**config.mk**
```make
export PLATFORM = sky130hd
export DESIGN_NAME = residual_seq_flat
export DESIGN_NICKNAME = d
export VERILOG_FILES = /design/src/rtl/residual_seq_if.sv /design/src/rtl/residual_seq.sv /design/src/flat_wrapper.sv
export SDC_FILE = /design/constraint.sdc
export NUM_CORES = 1
export LEC_CHECK = 0
export CORE_ASPECT_RATIO = 0.9
export CORE_UTILIZATION = 50
export CTS_CLUSTER_SIZE = 8
export DETAILED_ROUTE_END_ITERATION = 10
export GPL_ROUTABILITY_DRIVEN = 0
export PLACE_DENSITY = 0.75
export SLEW_MARGIN = 0
export SYNTH_ARGS = -nofsm -noshare
export SYNTH_HDL_FRONTEND = slang
export SYNTH_SLANG_ARGS = --single-unit
```
**constraint.sdc**
```tcl
create_clock -name clk -period 7.3 [get_ports clk]
set_input_delay 1.46 -clock clk [delete_from_list [all_inputs] [get_ports clk]]
set_output_delay 1.46 -clock clk [all_outputs]
set_load 0.03 [all_outputs]
```
**src/rtl/residual_seq_if.sv**
```systemverilog
// rtl/residual_seq_if.sv - macroblock request and residual block handshake bundle
interface residual_seq_if;
    logic       mb_start;
    logic       intra16x16;
    logic [3:0] cbp_luma;
    logic [1:0] cbp_chroma;
    logic [3:0] residual_state;
    logic [3:0] blk_idx;
    logic       residual_start;
    logic       residual_valid;
    logic       busy;
    logic       mb_residual_done;

    modport master (
        input  mb_start, intra16x16, cbp_luma, cbp_chroma, residual_valid,
        output residual_state, blk_idx, residual_start, busy, mb_residual_done
    );

    modport slave (
        output mb_start, intra16x16, cbp_luma, cbp_chroma, residual_valid,
        input  residual_state, blk_idx, residual_start, busy, mb_residual_done
    );
endinterface

```
**src/rtl/residual_seq.sv**
```systemverilog
// rtl/residual_seq.sv - walks the 4:2:0 CAVLC residual block order of one macroblock
module residual_seq (
    input  logic           clk,
    input  logic           rst_n,
    input  logic           ena,
    residual_seq_if.master bus
);
    localparam logic [3:0] RS_IDLE      = 4'd0;
    localparam logic [3:0] RS_I16_DC    = 4'd1;
    localparam logic [3:0] RS_I16_AC    = 4'd2;
    localparam logic [3:0] RS_I16_AC_0  = 4'd3;
    localparam logic [3:0] RS_LUMA      = 4'd4;
    localparam logic [3:0] RS_LUMA_0    = 4'd5;
    localparam logic [3:0] RS_CB_DC     = 4'd6;
    localparam logic [3:0] RS_CR_DC     = 4'd7;
    localparam logic [3:0] RS_CB_AC     = 4'd8;
    localparam logic [3:0] RS_CB_AC_0   = 4'd9;
    localparam logic [3:0] RS_CR_AC     = 4'd10;
    localparam logic [3:0] RS_CR_AC_0   = 4'd11;

    typedef enum logic [1:0] {S_IDLE, S_START, S_WAIT, S_DONE} fsm_t;

    fsm_t       state_q, state_d;
    logic [4:0] blk_cnt_q, blk_cnt_d;
    logic [3:0] res_state_q, res_state_d;
    logic [3:0] blk_idx_q, blk_idx_d;
    logic       cfg_intra_q;
    logic [3:0] cfg_luma_q;
    logic [1:0] cfg_chroma_q;

    logic       cfg_load;
    logic       lk_intra;
    logic [3:0] lk_luma;
    logic [1:0] lk_chroma;
    logic [4:0] lk_cnt;
    logic [3:0] lk_code;
    logic [3:0] lk_idx;
    logic [4:0] k;
    logic       luma_coded;
    logic       chroma_ac_coded;
    logic [4:0] last_cnt;

    // In IDLE the first block is decoded from the live inputs; afterwards from the latched config.
    always_comb begin
        if (state_q == S_IDLE) begin
            lk_intra  = bus.intra16x16;
            lk_luma   = bus.cbp_luma;
            lk_chroma = (bus.cbp_chroma == 2'd3) ? 2'd2 : bus.cbp_chroma;
            lk_cnt    = 5'd0;
        end else begin
            lk_intra  = cfg_intra_q;
            lk_luma   = cfg_luma_q;
            lk_chroma = cfg_chroma_q;
            lk_cnt    = blk_cnt_q + 5'd1;
        end
    end

    always_comb begin
        k               = lk_cnt;
        lk_code         = RS_IDLE;
        lk_idx          = 4'd0;
        luma_coded      = 1'b0;
        chroma_ac_coded = (lk_chroma == 2'd2);
        if (lk_intra && k == 5'd0) begin
            lk_code = RS_I16_DC;
        end else begin
            if (lk_intra) k = k - 5'd1;
            if (k < 5'd16) begin
                lk_idx     = k[3:0];
                luma_coded = lk_luma[k[3:2]];
                if (lk_intra) lk_code = luma_coded ? RS_I16_AC : RS_I16_AC_0;
                else          lk_code = luma_coded ? RS_LUMA : RS_LUMA_0;
            end else begin
                k = k - 5'd16;
                if (lk_chroma != 2'd0 && k < 5'd2) begin
                    lk_code = k[0] ? RS_CR_DC : RS_CB_DC;
                end else begin
                    if (lk_chroma != 2'd0) k = k - 5'd2;
                    lk_idx = {2'b00, k[1:0]};
                    if (k[2]) lk_code = chroma_ac_coded ? RS_CR_AC : RS_CR_AC_0;
                    else      lk_code = chroma_ac_coded ? RS_CB_AC : RS_CB_AC_0;
                end
            end
        end
    end

    assign last_cnt = 5'd23 + {4'd0, cfg_intra_q} + ((cfg_chroma_q != 2'd0) ? 5'd2 : 5'd0);
    assign cfg_load = ena && (state_q == S_IDLE) && bus.mb_start;

    always_comb begin
        state_d     = state_q;
        blk_cnt_d   = blk_cnt_q;
        res_state_d = res_state_q;
        blk_idx_d   = blk_idx_q;
        if (ena) begin
            case (state_q)
                S_IDLE: begin
                    if (bus.mb_start) begin
                        state_d     = S_START;
                        blk_cnt_d   = 5'd0;
                        res_state_d = lk_code;
                        blk_idx_d   = lk_idx;
                    end
                end
                S_START: state_d = S_WAIT;
                S_WAIT: begin
                    if (bus.residual_valid) begin
                        if (blk_cnt_q == last_cnt) begin
                            state_d     = S_DONE;
                            res_state_d = RS_IDLE;
                            blk_idx_d   = 4'd0;
                        end else begin
                            state_d     = S_START;
                            blk_cnt_d   = lk_cnt;
                            res_state_d = lk_code;
                            blk_idx_d   = lk_idx;
                        end
                    end
                end
                default: begin
                    state_d   = S_IDLE;
                    blk_cnt_d = 5'd0;
                end
            endcase
        end
    end

    always_ff @(posedge clk or negedge rst_n) begin
        if (!rst_n) begin
            state_q      <= S_IDLE;
            blk_cnt_q    <= 5'd0;
            res_state_q  <= RS_IDLE;
            blk_idx_q    <= 4'd0;
            cfg_intra_q  <= 1'b0;
            cfg_luma_q   <= 4'd0;
            cfg_chroma_q <= 2'd0;
        end else begin
            state_q     <= state_d;
            blk_cnt_q   <= blk_cnt_d;
            res_state_q <= res_state_d;
            blk_idx_q   <= blk_idx_d;
            if (cfg_load) begin
                cfg_intra_q  <= lk_intra;
                cfg_luma_q   <= lk_luma;
                cfg_chroma_q <= lk_chroma;
            end
        end
    end

    assign bus.residual_state   = res_state_q;
    assign bus.blk_idx          = blk_idx_q;
    assign bus.residual_start   = (state_q == S_START);
    assign bus.busy             = (state_q != S_IDLE);
    assign bus.mb_residual_done = (state_q == S_DONE);
endmodule

```
**src/flat_wrapper.sv**
```systemverilog
// flat-port wrapper written by rule: the top's interface ports become plain ports
module residual_seq_flat 
  (clk, rst_n, ena, bus_mb_start, bus_intra16x16, bus_cbp_luma, bus_cbp_chroma, bus_residual_valid, bus_residual_state, bus_blk_idx, bus_residual_start, bus_busy, bus_mb_residual_done);
  residual_seq_if bus_i ();
  input  logic clk;
  input  logic rst_n;
  input  logic ena;
  input wire logic [$bits(bus_i.mb_start)-1:0] bus_mb_start;
  input wire logic [$bits(bus_i.intra16x16)-1:0] bus_intra16x16;
  input wire logic [$bits(bus_i.cbp_luma)-1:0] bus_cbp_luma;
  input wire logic [$bits(bus_i.cbp_chroma)-1:0] bus_cbp_chroma;
  input wire logic [$bits(bus_i.residual_valid)-1:0] bus_residual_valid;
  output wire logic [$bits(bus_i.residual_state)-1:0] bus_residual_state;
  output wire logic [$bits(bus_i.blk_idx)-1:0] bus_blk_idx;
  output wire logic [$bits(bus_i.residual_start)-1:0] bus_residual_start;
  output wire logic [$bits(bus_i.busy)-1:0] bus_busy;
  output wire logic [$bits(bus_i.mb_residual_done)-1:0] bus_mb_residual_done;
  assign bus_i.mb_start = bus_mb_start;
  assign bus_i.intra16x16 = bus_intra16x16;
  assign bus_i.cbp_luma = bus_cbp_luma;
  assign bus_i.cbp_chroma = bus_cbp_chroma;
  assign bus_i.residual_valid = bus_residual_valid;
  assign bus_residual_state = bus_i.residual_state;
  assign bus_blk_idx = bus_i.blk_idx;
  assign bus_residual_start = bus_i.residual_start;
  assign bus_busy = bus_i.busy;
  assign bus_mb_residual_done = bus_i.mb_residual_done;
  residual_seq u_core (.clk(clk), .rst_n(rst_n), .ena(ena), .bus(bus_i));
endmodule
```
==> After elaboration in Yosys (flattened, before gate mapping) <==
Cells that the tools add are included.
W data, S select, Z words.
{ "op_classes": {"reduce_logical": 13, "add_sub_neg": 6, "n_eq_ne": 9, "n_div": 0, "bitwise": 1, "muxes": 43, "mul": 0, "order_cmp": 3, "n_shift": 0} }
{ "ops": {"columns": ["cell", "count"], "rows": [
  ["$mux W4", 14],
  ["$mux W5", 6],
  ["$pmux W4 S2", 2],
  ["$pmux W5 S3", 1],
  ["$mux W2", 7],
  ["$mux W3", 4],
  ["$eq A2 B2 Y1 const B", 4],
  ["$reduce_bool A2 Y1", 4],
  ["$mux W1", 7],
  ["$ne A2 B2 Y1 const B", 3],
  ["$pmux W2 S3", 1],
  ["$add A5 B1 Y5 const A", 1],
  ["$add A5 B1 Y5 const B", 1],
  ["$add A5 B5 Y5", 1],
  ["$eq A5 B5 Y1", 1],
  ["$logic_not A5 Y1", 1],
  ["$lt A5 B2 Y1 const B", 1],
  ["$lt A5 B5 Y1 const B", 1],
  ["$reduce_and A5 Y1", 1],
  ["$sub A5 B1 Y5 const B", 1],
  ["$sub A5 B5 Y5 const B", 1],
  ["$logic_and A1 B1 Y1", 4],
  ["$reduce_and A4 Y1", 1],
  ["$lt A2 B3 Y1 const B", 1],
  ["6 further kinds", 6]
]} }
{ "totals": {"output_inout_bits": 11, "mem_bits_ro": 0, "latch_bits": 0, "mem_count": 0, "elab_cells": 82, "mem_bits_rw": 0, "register_bits": 22, "inputBits": 12} }

==> Longest topological paths before layout <==
Gate-level depths: netlist of the first run.
{ "depth": {"depth_word": 18, "mapped_depth": 12, "ltp_nobuf": 11} }

==> Least setup slack after synthesis of the first run <==
No wires, ideal clock.
{ "synth_path": {"path_type": "input to register", "start": "in bus_intra16x16", "end": "reg u_core.res_state_q[0] (netlist: u_core.bus.residual_state[0])", "path_stages": 7, "path_buffers": 0, "setup_time_ns": 0.073, "arrival_ns": 3.054, "required_ns": 7.227, "path_slack_ns": 4.173, "path_cell_list": "or3b_4 -> and2_1 -> o22a_1 -> ha_1 -> a221o_1 -> a32o_1 -> a21oi_2"} }
{ "synth_between": {"elab_chain_cells": 16, "word_cells_on_any_way": 27, "classes_between": "2 x add/sub; 2 x order compare; 21 x mux; 2 x reduce/logical"} }
{ "synth_rtl": {"columns": ["item", "line_no", "rtl"], "rows": [
  ["start, declared", "flat_wrapper.sv:9", "input wire logic [$bits(bus_i.intra16x16)-1:0] bus_intra16x16;"],
  ["$mux W1 (*)", "residual_seq.sv:45", "if (state_q == S_IDLE) begin"],
  ["$mux W5", "residual_seq.sv:67", "if (lk_intra) k = k - 5'd1;"],
  ["$mux W5", "residual_seq.sv:64", "if (lk_intra && k == 5'd0) begin"],
  ["$sub A5 B5 Y5", "residual_seq.sv:74", "k = k - 5'd16;"],
  ["$sub A3 B2 Y3", "residual_seq.sv:78", "if (lk_chroma != 2'd0) k = k - 5'd2;"],
  ["$mux W3", "residual_seq.sv:78", null],
  ["$mux W3", "residual_seq.sv:75", "if (lk_chroma != 2'd0 && k < 5'd2) begin"],
  ["$mux W3", "residual_seq.sv:68", "if (k < 5'd16) begin"],
  ["$mux W3", "residual_seq.sv:64", null],
  ["$mux W4", "residual_seq.sv:80", "if (k[2]) lk_code = chroma_ac_coded ? RS_CR_AC : RS_CR_AC_0;"],
  ["$mux W4", "residual_seq.sv:75", null],
  ["$mux W4", "residual_seq.sv:68", null],
  ["$mux W4 (*)", "residual_seq.sv:64", null],
  ["$mux W4", "residual_seq.sv:108", "if (blk_cnt_q == last_cnt) begin"],
  ["$mux W4", "residual_seq.sv:107", "if (bus.residual_valid) begin"],
  ["$pmux W4 S2 (*)", "residual_seq.sv:96", "case (state_q)"],
  ["end signal, assigned", "residual_seq.sv:140", "res_state_q <= res_state_d;"],
  ["end, declared", "residual_seq.sv:25", "logic [3:0] res_state_q, res_state_d;"]
]} }
Mark *: on every way between the ends. The rest lies on a longest branch, timed or not. The select of a mux whose other input is x is not followed.
A chain may end at the register's enable or synchronous reset.

==> Worst setup path in the final report of the first run <==
{ "layout_path": {"start": "in bus_intra16x16", "end": "reg u_core.res_state_q[1] (netlist: u_core.bus.residual_state[1])"} }
Same word-level chain as after synthesis.

==> results of run 1 <==
area by class of cell:
type	instances	area [um2]
fillers	233	998
clock inverters	1	30.0
multi-input cells	103	823
clock buffers	3	22.5
repair buffers	22	220
well taps	40	50.0
flip-flops and latches	22	551
inverters	8	30.0
worst max path at each step:
stage | start | endpoint | slack, ns | cells after the start
5_1_grt | bus_intra16x16 | u_core.bus.blk_idx[0] | 3.67 | 8
4_1_cts | bus_intra16x16 | u_core.bus.residual_state[0] | 3.82 | 8
6_report | bus_intra16x16 | u_core.bus.residual_state[1] | 3.80 | 9
3_3_place_gp | bus_intra16x16 | u_core.bus.residual_state[3] | 3.62 | 8
3_5_place_dp | bus_intra16x16 | u_core.bus.blk_idx[0] | 3.51 | 8
2_1_floorplan | bus_intra16x16 | u_core.bus.residual_state[0] | 4.17 | 7
registers in the layout, summed over array words and instances (netlist names):
register                   flops
u_core.bus.blk_idx             4
u_core.cfg_luma_q              4
u_core.cfg_intra_q             1
u_core.cfg_chroma_q            2
u_core.blk_cnt_q               5
u_core.bus.residual_state      4
u_core.state_q                 2
cell usage after synthesis, types with 2 or more instances:
cell | number | area [um2]
a21oi_1 | 4 | 20.0
a22o_1 | 8 | 70.1
and2_1 | 2 | 12.5
and3_1 | 3 | 18.8
buf_6 | 2 | 22.5
clkbuf_1 | 2 | 7.51
dfrtp_1 | 22 | 551
ha_1 | 4 | 50.1
inv_1 | 7 | 26.3
mux2_2 | 7 | 78.8
mux4_1 | 2 | 52.6
nand2_1 | 16 | 60.1
nand2b_1 | 4 | 25.0
nand3_1 | 5 | 25.0
nor2_1 | 3 | 11.3
o21a_1 | 3 | 22.5
o21ai_0 | 6 | 30.0
o22ai_1 | 2 | 12.5
o31ai_1 | 5 | 37.5
xnor2_1 | 3 | 26.3
metal layers:
layer	vias up	track usage
met1	546	0.302
li1	560	-
met2	33	0.360
met3	7	0.0247
met5	-	0
met4	0	0.0556
cells by family (layout without fill, tap and decap cells):
kind of cell | Yosys count | after routing | synth area share
AOI/OAI and AO/OA | 43 | 43 | 0.234
and+or+nand+nor | 39 | 39 | 0.141
DFF | 22 | 22 | 0.384
buffers and inverters | 12 | 34 | 0.0419
muxes | 11 | 11 | 0.109
xor gates and xnor gates | 6 | 6 | 0.0550
adders and majority gates | 4 | 4 | 0.0349
power groups by stage:
stage	clock (W)	sequential (W)	combinational [W]
final	0.0000950	0.000221	0.000488
after detailed placement	0	0.000223	0.000486
after floorplan	0	0.000239	0.000346
after global routing	0.000101	0.000229	0.000536
after global placement	0	0.000221	0.000468
after CTS	0.0000969	0.000221	0.000489
worst min-delay path: cells and delay by family, from the launching register on:
family / cells / cell delay (ns)
DFF: 1 / 0.36
and+or+nand+nor: 1 / 0.06
AOI/OAI and AO/OA: 1 / 0.06
per-stage QoR:
stage	setup slack, ns	instances	power, W	hold WS, ns
2_1_floorplan	4.17	137	0.000585	0.472
3_3_place_gp	3.62	195	0.000688	0.474
3_5_place_dp	3.51	195	0.000708	0.480
4_1_cts	3.82	199	0.000807	0.511
5_1_grt	3.67	199	0.000866	0.534
6_report	3.80	199	0.000805	0.504
==> results.sh, run 1 <==
export IMPL_status="finished with violations"
export IMPL_violations="design-rule violations"
export IMPL_avgSynthCellArea_um2=10.5
export IMPL_gr_total_overflow=0
export IMPL_r2r_end="u_core.bus.blk_idx[0]"
export IMPL_met2WireLength_mm=1.37
export IMPL_synth_warnings=0
export IMPL_worstHoldPathCells=2
export IMPL_ys_types=47
export IMPL_core_mm2=0.00273
export IMPL_syn_nets=153
export IMPL_grt_pass1_vias=1056
export IMPL_slowest_stage="clkdlybuf4s50_1"
export IMPL_drive_gt1_frac=0.132
export IMPL_core_rowCount=18
export IMPL_hp_start="u_core.bus.blk_idx[2]"
export IMPL_io_buffers=22
export IMPL_fin_crit_sh=0.479
export IMPL_slew_headroom=0.363
export IMPL_routed_wl_mm=2.92
export IMPL_r2r_start="u_core.state_q[1]"
export IMPL_switchingPower_w=0.000357
export IMPL_r2r_slack_ns=4.38
export IMPL_cts_htree_levels=1
export IMPL_hold_violations=0
export IMPL_dp_hpwl_mm=2.23
export IMPL_synth_seq_cells=22
export IMPL_skew_ns=0.00188
export IMPL_top_layer_used="met4"
export IMPL_antennaDiodeCount=0
export IMPL_setup_viol_count_final=0
export IMPL_ir_drop_uv=203
export IMPL_met1Wirelength_mm=1.40
export IMPL_wl_met3_um=111
export IMPL_worstMarginPinSlew_ns=0.953
export IMPL_vias_per_cell=5.76
export IMPL_slew_violations=0
export IMPL_stdcell_area_mm2=0.00173
export IMPL_dpl_cell_area_mm2=0.00167
export IMPL_dieWidth_um=58.5
export IMPL_syn_inst=137
export IMPL_crit_path_end_kind="flip-flop"
export IMPL_grt_max_degree=23
export IMPL_postRouteAntennaNets=0
export IMPL_path_clk_slew_ns=0.13
export IMPL_max_stage_delay_ns=0.50
export IMPL_share_comb_of_total_power=0.607
export IMPL_async_flop_share=1.00
export IMPL_cts_root_buf="clkbuf_4"
export IMPL_dieArea_mm2=0.00309
export IMPL_min_to="u_core.bus.blk_idx[2]"
export IMPL_hold_class="reg -> reg"
export IMPL_leakage_nw=0.710
export IMPL_drcViolationCount=1
export IMPL_critPathArrivalTime_ns=3.72
export IMPL_synth_edf_count=0
export IMPL_required_ns=7.52
export IMPL_sw_frac_of_total=0.443
export IMPL_critical_path_top_delay_family="compound AO/OA/AOI/OAI gates"
export IMPL_syn_to_final_growth_pct=20.4
export IMPL_crit_buf_inv=2
export IMPL_clock_path_buffers=2
export IMPL_vias=1146
export IMPL_pwr_density_cell_mw_per_mm2=466
export IMPL_path_cells="clkdlybuf4s50_1 -> or3b_4 -> and2_1 -> o22a_1 -> ha_1 -> inv_1 -> a211oi_1 -> o22ai_1 -> a22o_1"
export IMPL_intPower_w=0.000448
export IMPL_ys_seq_area_frac=0.384
export IMPL_ys_flop_type="dfrtp_1"
export IMPL_path_class="in -> reg"
export IMPL_clkLatencyLatePin_ns=0.31
export IMPL_layout_nets=176
export IMPL_ioPinCount=23
export IMPL_cts_sinks=22
export IMPL_cts_tree="done"
export IMPL_crit_fanout=4
export IMPL_cts_resized_gates=0
export IMPL_p_clk_frac=0.118
export IMPL_maxCapViolCount=0
export IMPL_rsz0062_at_grt="no"
export IMPL_fin_crit_ns=3.50
export IMPL_hold_buffers=0
export IMPL_firstDrtPassIters=7
export IMPL_worst_setup_path_start_kind="input pin"
export IMPL_fmax_ghz=0.286
export IMPL_antenna_found_initial=0
export IMPL_sequentialPowerShare=0.275
export IMPL_synthesis_area_mm2=0.00143
export IMPL_grt_use_total=0.217
export IMPL_mostFrequentLayoutCells="clkdlybuf4s50_1 (22), dfrtp_1 (22), nand2_1 (16)"
export IMPL_reg2reg_depth=10
export IMPL_start_util=0.526
export IMPL_cts_setup_buffers=0
export IMPL_setup_tns_ns=0
export IMPL_cts_buffers=3
export IMPL_dr_first_iter_drc_count=61
export IMPL_die_y_um=52.8
export IMPL_fin_util=0.634
export IMPL_grt_pass1_wl_mm=5.01
export IMPL_wl_per_cell_um=14.7
No activity file was read; power rests on OpenSTA's default activity.
==> run 2: changes to the inputs <==
Settings changed: CORE_UTILIZATION 50 to 48, PLACE_DENSITY 0.75 to 0.76.
Clock period 7.3 ns to 3 ns, I/O delays scaled along.
==> run 2 against run 1 <==
  * The flow now finishes without violations
  * Sequential power grew 140%
  * Non-clock buffer count grew 3
  * Cell count grew 1.5%
  * Setup slack lost 3.5 ns
  * Clock skew grew 0.011 ns
  * Global-route usage shrank 1.6 points
  * Sequential cell count is the same
  * Combinational power grew to 2.5 times the previous value
  * Cell area grew 1.3%
  * Critical endpoint is now u_core.bus.residual_state[3]
  * Largest power group unchanged
==> results.sh, run 2 (synthesis gave the netlist of run 1 again) <==
export IMPL_hold_buffers=0
export IMPL_slew_violations=0
export IMPL_cts_setup_buffers=0
export IMPL_wl_per_cell_um=14.2
export IMPL_r2r_start="u_core.blk_cnt_q[0]"
export IMPL_path_class="reg -> reg"
export IMPL_mostFrequentLayoutCells="clkdlybuf4s50_1 (22), dfrtp_1 (22), nand2_1 (16)"
export IMPL_vias=1145
export IMPL_core_mm2=0.00279
export IMPL_dieArea_mm2=0.00321
export IMPL_slew_headroom=0.487
export IMPL_required_ns=3.22
export IMPL_fin_util=0.626
export IMPL_drive_gt1_frac=0.148
export IMPL_top_register="u_core.blk_cnt_q"
export IMPL_crit_path_end_kind="flip-flop"
export IMPL_clock_path_buffers=2
export IMPL_crit_end="u_core.bus.residual_state[3]"
export IMPL_antenna_found_initial=0
export IMPL_status="completed"
export IMPL_layout_nets=179
export IMPL_grt_pass1_vias=1090
export IMPL_core_rowCount=18
export IMPL_r2r_slack_ns=0.28
export IMPL_fin_crit_sh=0.908
export IMPL_cts_root_buf="clkbuf_4"
export IMPL_rsz0062_at_grt="no"
export IMPL_r2r_end="u_core.bus.residual_state[3]"
export IMPL_worst_setup_path_start_kind="flip-flop"
export IMPL_stdcell_count=202
export IMPL_path_cells="ha_1 -> nand2_1 -> ha_1 -> nand2_1 -> a32oi_1 -> ha_1 -> nand2_1 -> o311a_1 -> a22o_1"
export IMPL_dr_first_iter_drc_count=37
export IMPL_critPathLaunch="u_core.blk_cnt_q[0]"
export IMPL_drcViolationCount=0
export IMPL_maxCapViolCount=0
export IMPL_ir_drop_uv=453
export IMPL_hold_class="reg -> reg"
export IMPL_dieWidth_um=59.6
export IMPL_grt_use_total=0.202
export IMPL_cts_resized_gates=0
export IMPL_cts_htree_levels=1
export IMPL_vias_per_cell=5.67
export IMPL_grt_pass1_wl_mm=4.80
export IMPL_fmax_ghz=0.367
export IMPL_dp_cells=198
export IMPL_reg2reg_depth=9
export IMPL_cts_sinks=22
export IMPL_max_stage_delay_ns=0.46
export IMPL_cts_buffers=3
export IMPL_firstDrtPassIters=4
export IMPL_hold_violations=0
export IMPL_routed_wl_mm=2.87
export IMPL_skew_ns=0.0128
export IMPL_syn_to_final_growth_pct=22.0
export IMPL_postRouteAntennaNets=0
export IMPL_clkLatencyLatePin_ns=0.32
export IMPL_io_buffers=22
export IMPL_hold_ws_ns=0.517
export IMPL_dp_hpwl_mm=2.22
export IMPL_largest_reg_flops=5
export IMPL_path_clk_slew_ns=0.13
export IMPL_cts_tree="done"
export IMPL_setup_tns_ns=0
export IMPL_grt_max_degree=23
export IMPL_fin_crit_ns=2.72
export IMPL_gr_total_overflow=0
export IMPL_multiInputGateArea_um2=823
export IMPL_die_y_um=53.9
export IMPL_antennaDiodeCount=0
export IMPL_start_util=0.513
export IMPL_crit_fanout=6
export IMPL_ioPinCount=23
export IMPL_leakage_nw=0.724
export IMPL_pwr_density_cell_mw_per_mm2=1130
export IMPL_n_fill_cell=251
export IMPL_setup_viol_count_final=0
export IMPL_critPathArrivalTime_ns=2.95
export IMPL_worstMarginPinSlew_ns=0.763
export IMPL_slowest_stage="dfrtp_1"
export IMPL_seqCellArea_um2=551
## run 2: metal layers
| layer | up-vias | GRT usage | routed length, um |
|---|---|---|---|
| met5 | - | 0 | 0 |
| met1 | 549 | 0.259 | 1370 |
| met3 | 2 | 0.0409 | 133 |
| li1 | 560 | - | - |
| met2 | 34 | 0.331 | 1350 |
| met4 | 0 | 0.0891 | 21 |
## run 2: where the power goes
group / total [W] / internal (W) / leakage, nW / switching (W)
sequential: 0.000522 / 0.000414 / 0.281 / 0.000108
clock: 0.000227 / 0.000135 / 0.0279 / 0.0000921
combinational: 0.00123 / 0.000560 / 0.415 / 0.000671
total: 0.00198 / 0.00111 / 0.724 / 0.000871
## run 2: worst min-delay path by stage
stage	from	end	slack, ns	depth (start not counted)
2_1_floorplan	rst_n	u_core.blk_cnt_q[0]	0.30	0
3_3_place_gp	u_core.bus.blk_idx[3]	u_core.bus.blk_idx[3]	0.47	2
3_5_place_dp	u_core.cfg_luma_q[3]	u_core.cfg_luma_q[3]	0.49	1
4_1_cts	u_core.cfg_luma_q[3]	u_core.cfg_luma_q[3]	0.52	1
5_1_grt	u_core.cfg_luma_q[2]	u_core.cfg_luma_q[2]	0.54	1
6_report	u_core.cfg_luma_q[2]	u_core.cfg_luma_q[2]	0.52	1
## run 2: through the flow
step           area, um2  worst slack [ns]  total power, W
3_3_place_gp        1700             0.174         0.00170
3_5_place_dp        1700            0.0911         0.00174
5_1_grt             1750             0.144         0.00213
2_1_floorplan       1430             0.488         0.00142
4_1_cts             1750             0.331         0.00197
6_report            1750             0.276         0.00198
## run 2: final cells by class
class / instances / share of cell area
clock buffer: 3 / 0.0129
sequential: 22 / 0.315
clock inverter: 1 / 0.0172
timing repair buffer: 25 / 0.139
tap: 40 / 0.0286
inverter: 8 / 0.0172
multi-input combinational: 103 / 0.471
## run 2: critical path: cells and delay by family (launching register included)
kind                     cells  cell delay [ns]
AO/OA/AOI/OAI                3             1.00
adder cells (fa/ha/maj)      3             0.89
flip-flops                   1             0.46
AND/OR/NAND/NOR              3             0.28
==> run 3: changes to the inputs <==
Settings changed: CAP_MARGIN set to 20.
==> results of run 3 <==
The final DEF is identical to that of run 2; final timing and power are the same.
